<file path="src/rtl/out_port_pkg.sv">
// Shared constants and FSM encoding for the router output port.
package out_port_pkg;
  localparam int PORT_W = 0;
  localparam int PORT_S = 1;
  localparam int PORT_E = 2;
  localparam int PORT_N = 3;
  localparam int PORT_L = 4;
  localparam int N_PORTS = 5;
  localparam int TAIL_BIT = 4;
  localparam int DEST_MSB = 3;
  localparam int DEST_LSB = 0;
  localparam int DATA_WIDTH_DEF = 37;

  typedef enum logic [1:0] {
    IDLE,
    FETCH,
    REQ,
    RELEASE
  } state_e;
endpackage

</file>
<file path="src/rtl/noc_xy_route.sv">
// XY dimension-order route selection: X first, then Y, else local.
module noc_xy_route
  import out_port_pkg::*;
#(
  parameter logic [3:0] POSITION = 4'b0101
) (
  input  logic [3:0] dest,
  output logic [2:0] port
);
  localparam logic [1:0] OWN_X = POSITION[3:2];
  localparam logic [1:0] OWN_Y = POSITION[1:0];

  logic [1:0] dx;
  logic [1:0] dy;

  assign dx = dest[3:2];
  assign dy = dest[1:0];

  always_comb begin
    port = 3'(PORT_L);
    unique case (1'b1)
      (dx > OWN_X): port = 3'(PORT_E);
      (dx < OWN_X): port = 3'(PORT_W);
      (dx == OWN_X && dy > OWN_Y): port = 3'(PORT_N);
      (dx == OWN_X && dy < OWN_Y): port = 3'(PORT_S);
      default: port = 3'(PORT_L);
    endcase
  end
endmodule

</file>
<file path="src/rtl/out_port.sv">
// Router output port: pulls flits from the FIFO and hands them to the
// XY-selected neighbour with a four-phase req/ack, wormhole-locked.
module out_port
  import out_port_pkg::*;
#(
  parameter int         DATA_WIDTH = DATA_WIDTH_DEF,
  parameter logic [3:0] POSITION   = 4'b0101
) (
  input  logic                  clk,
  input  logic                  reset,
  input  logic                  empty,
  input  logic [DATA_WIDTH-1:0] q,
  output logic                  rdreq,
  output logic [DATA_WIDTH-1:0] dataOut,
  output logic                  Outr_L,
  output logic                  Outr_N,
  output logic                  Outr_E,
  output logic                  Outr_S,
  output logic                  Outr_W,
  input  logic                  Outw_L,
  input  logic                  Outw_N,
  input  logic                  Outw_E,
  input  logic                  Outw_S,
  input  logic                  Outw_W
);
  state_e                  state_q, state_d;
  logic                    rdreq_q, rdreq_d;
  logic [DATA_WIDTH-1:0]   data_q, data_d;
  logic [N_PORTS-1:0]      outr_q, outr_d;
  logic [2:0]              route_q, route_d;
  logic                    lock_q, lock_d;

  logic [2:0]              xy_port;
  logic [2:0]              sel_route;
  logic [N_PORTS-1:0]      outw;
  logic [N_PORTS-1:0]      route_oh;
  logic                    ack;

  noc_xy_route #(
    .POSITION(POSITION)
  ) u_route (
    .dest(q[DEST_MSB:DEST_LSB]),
    .port(xy_port)
  );

  assign outw = {Outw_L, Outw_N, Outw_E, Outw_S, Outw_W};
  assign route_oh = N_PORTS'(1) << route_q;
  // Only the locked direction's ack is observed.
  assign ack = |(outw & route_oh);
  assign sel_route = lock_q ? route_q : xy_port;

  always_comb begin
    state_d = state_q;
    rdreq_d = 1'b0;
    data_d  = data_q;
    outr_d  = outr_q;
    route_d = route_q;
    lock_d  = lock_q;
    unique case (state_q)
      IDLE: begin
        if (rdreq_q) begin
          state_d = FETCH;
        end else if (!empty) begin
          rdreq_d = 1'b1;
        end
      end
      FETCH: begin
        data_d  = q;
        route_d = sel_route;
        lock_d  = 1'b1;
        outr_d  = N_PORTS'(1) << sel_route;
        state_d = REQ;
      end
      REQ: begin
        if (ack) begin
          outr_d  = '0;
          state_d = RELEASE;
        end
      end
      RELEASE: begin
        if (!ack) begin
          if (data_q[TAIL_BIT]) lock_d = 1'b0;
          state_d = IDLE;
        end
      end
      default: state_d = IDLE;
    endcase
  end

  always_ff @(posedge clk or posedge reset) begin
    if (reset) begin
      state_q <= IDLE;
      rdreq_q <= 1'b0;
      data_q  <= '0;
      outr_q  <= '0;
      route_q <= '0;
      lock_q  <= 1'b0;
    end else begin
      state_q <= state_d;
      rdreq_q <= rdreq_d;
      data_q  <= data_d;
      outr_q  <= outr_d;
      route_q <= route_d;
      lock_q  <= lock_d;
    end
  end

  assign rdreq   = rdreq_q;
  assign dataOut = data_q;
  assign Outr_W  = outr_q[PORT_W];
  assign Outr_S  = outr_q[PORT_S];
  assign Outr_E  = outr_q[PORT_E];
  assign Outr_N  = outr_q[PORT_N];
  assign Outr_L  = outr_q[PORT_L];
endmodule

</file>
<file path="config.mk">
export PLATFORM = sky130hd
export DESIGN_NAME = out_port
export DESIGN_NICKNAME = d
export VERILOG_FILES = /design/src/rtl/out_port_pkg.sv /design/src/rtl/noc_xy_route.sv /design/src/rtl/out_port.sv
export SDC_FILE = /design/constraint.sdc
export NUM_CORES = 1
export LEC_CHECK = 0
export CORE_MARGIN = 2
export CORE_UTILIZATION = 42
export DETAILED_ROUTE_END_ITERATION = 10
export PLACE_DENSITY = 0.8
export REMOVE_ABC_BUFFERS = 1
export SETUP_SLACK_MARGIN = 0.02
export SLEW_MARGIN = 40
export SYNTH_ARGS = -nofsm -noshare
export SYNTH_HDL_FRONTEND = slang
export SYNTH_SLANG_ARGS = --single-unit
</file>
<file path="constraint.sdc">
create_clock -name clk -period 1.9 [get_ports clk]
set_clock_uncertainty 0.05 [all_clocks]
set_input_delay 0.475 -clock clk [delete_from_list [all_inputs] [get_ports clk]]
set_output_delay 0.475 -clock clk [all_outputs]
set_load 0.02 [all_outputs]
</file>
==> impl_metrics.yaml <==
drt:
  drtPass1Iterations: 3
  vias_per_cell: 5.03
  route.detailed.drc: 0
  finalWirelength_um: 4300
  wire_per_inst_um: 14.6
  drt_iter0_drc: 62
  num_vias: 1484
  ant_nets: 0
pwr:
  p_int_w: 0.00345
  power.clock.fraction_pct: 11.4
  pwr-share-seq_pct: 34.4
  leakagePower_nw: 1.38
  swShare_pct: 35.7
  switching_power_w: 0.00192
  power.density_nw_per_um2: 1700
  irDropWorstVdd_mv: 0.838
  power.total_w: 0.00537
  combPwrFrac_pct: 54.2
cells_and_area:
  fin_nets: 290
  diodes: 0
  syn_to_final_growth_pct: 56.2
  drive_gt1_share_pct: 24.9
setup_path:
  crit_path_cell_trace: "clkdlybuf4s50_1, nand3b_1, o21a_1, o211a_1, a221o_1, mux2_4"
  crit_type: "in -> reg"
  critPathMaxFanout: 2
  critPathRequiredTime_ns: 2.03
  critPathArrivalTime_ns: 1.95
  cp-end-kind: "register"
  crit_path_max_incr_delay_ns: 0.46
  cp_slowest_cell: "clkdlybuf4s50_1"
  start_kind: "input pin"
clock_network:
  cts_made_buffers: 5
  cts_tree: "done"
  clockBufferDepth: 2
  clkLatencyLatePin_ns: 0.29
  clkSinkCount: 49
  cts_root_buf: "clkbuf_8"
  path_clk_slew_ns: 0.09
  htree_levels: 2
floorplan:
  core_region_area_um2: 4690
  num_io_pins: 88
  die_w_um: 73.3
  dieArea_um2: 5380
  die_height_um: 73.3
  fp-row-count: 25
  initial_core_util_pct: 43.0
synth:
  synth_seq_area_share_pct: 60.8
  yosys.cell_types.count: 29
  yosysWarnings: 0
  synthFlopType: "dfrtp_1"
  ys_ff_latch: 49
  synth_edf_count: 0
  syn_avg_cell_area_um2: 14.2
  syn_area_um2: 2020
  synth_async_sr_flop_share_pct: 100
  synth_cells: 142
place:
  place.gp.congestion: 0.719
  io_buffers: 87
  dp_hpwl_um: 3220
timing:
  final_hold_viol_count: 0
  whs_ns: 0.402
  finalMaxSlewViolations: 0
  worst_slew_pin_slew_ns: 0.342
  setup_viol: 0
  grt_setup_unrepaired: "yes"
  fmax_ghz: 0.550
  finalCritPeriodShare_pct: 95.7
  max_slew_margin_pct: 77.2
  finalWorstPathRequiredPeriod_ns: 1.82
hold_path:
  worst_hold_path_type: "in -> async"
global_routing:
  grt_max_degree: 33
  grt_pass1_vias: 1585
  grt_pass1_wl_um: 7090
  grt_use_total_pct: 17.3
  overflow: 0
  antenna_found_initial: 0
flow_run:
  cap_violations: 0
run_status:
  outcome: "finished clean"
## sequential cells by signal, summed over array words and instances, names as in the netlist
name / cells
rdreq: 1
lock_q: 1
dataOut: 37
state_q: 2
outr_q: 5
route_q: 3
## final timing paths
kind | start | depth (start not counted) | endpoint | slack, ns
min in group clk | rdreq | 1 | rdreq | 0.42
hold reg to reg | rdreq | 1 | rdreq | 0.42
max in group asynchronous | reset | 3 | route_q[0] | 0.96
setup reg to reg | route_q[0] | 5 | state_q[1] | 0.09
hold / removal | reset | 2 | dataOut[24] | 0.40
setup / recovery | Outw_L | 6 | state_q[1] | 0.08
## power by group through the flow
stage	clock network, W	registers, W	logic [W]
6_report	0.000610	0.00185	0.00291
5_1_grt	0.000674	0.00192	0.00311
3_3_place_gp	0	0.00185	0.00290
4_1_cts	0.000637	0.00186	0.00294
3_5_place_dp	0	0.00187	0.00293
2_1_floorplan	0	0.00238	0.00108
## repair_timing
item | in CTS | in global routing
endpoints found under the setup margin | 3 | 4
setup buffers | 0 | 0
pin swaps | 1 | 3
hold buffers | 0 | 0
resized for setup | 3 | 3
## metrics by stage
step | instance area [um^2] | setup slack [ns] | setup TNS, ns | utilization [%] | cells
2_1_floorplan | 2000 | -0.454 | -10.44 | - | 137
3_3_place_gp | 3050 | -0.319 | -1.74 | 65.1 | 288
3_5_place_dp | 3050 | -0.333 | -1.84 | 65.1 | 288
4_1_cts | 3140 | 0.0388 | 0 | 67.0 | 295
5_1_grt | 3150 | 0.0191 | 0 | 67.2 | 295
6_report | 3150 | 0.0817 | 0 | 67.2 | 295
## cell families after synthesis
kind of cell	share of synthesized area [%]
AOI/OAI and AO/OA	7.01
and+or+nand+nor	3.97
buffers and inverters	2.42
muxes	23.4
DFF	60.8
adders and majority gates	2.48
## Yosys cell counts, types with 2 or more instances
library cell / n / area [um^2]
a21o_1: 3 / 22.5
inv_1: 8 / 30.0
dfrtp_1: 49 / 1230
nor2_1: 4 / 15.0
a21oi_1: 3 / 15.0
mux2_2: 37 / 417
nand2_1: 3 / 11.3
mux2i_1: 4 / 40.0
a22o_1: 2 / 17.5
o21ai_0: 3 / 15.0
ha_1: 4 / 50.1
a211oi_1: 2 / 15.0
buf_1: 4 / 15.0
## layer usage
layer	vias up	track usage, %	wire (um)
met5	-	0	0
met4	0	5.66	56
met3	6	8.92	503
met2	66	25.2	1860
met1	710	22.3	1880
li1	702	-	-
## final cells by class
class / instances / area [um^2]
Fill cell: 362 / 1540
Clock buffer: 6 / 82.6
Multi-Input combinational cell: 80 / 752
Sequential cell: 49 / 1230
Tap cell: 54 / 67.6
Clock inverter: 1 / 7.51
Timing Repair Buffer: 97 / 986
Inverter: 8 / 30.0
## cell usage in the layout, fill, tap and decap left out, types with 4 or more instances in the layout
master           synthesis  final
clkbuf_8                 0      6
mux2_2                  37     37
buf_4                    0      7
clkdlybuf4s50_1          0     83
nor2_1                   4      4
dfrtp_1                 49     48
inv_1                    8      7
mux2i_1                  4      4
## worst max-delay path: cells and delay by family
kind / cells / cell delay, ns
buffers and inverters: 1 / 0.46
muxes: 1 / 0.30
AOI/OAI and AO/OA: 3 / 0.63
and+or+nand+nor: 1 / 0.07
No activity file was read; power rests on OpenSTA's default activity.
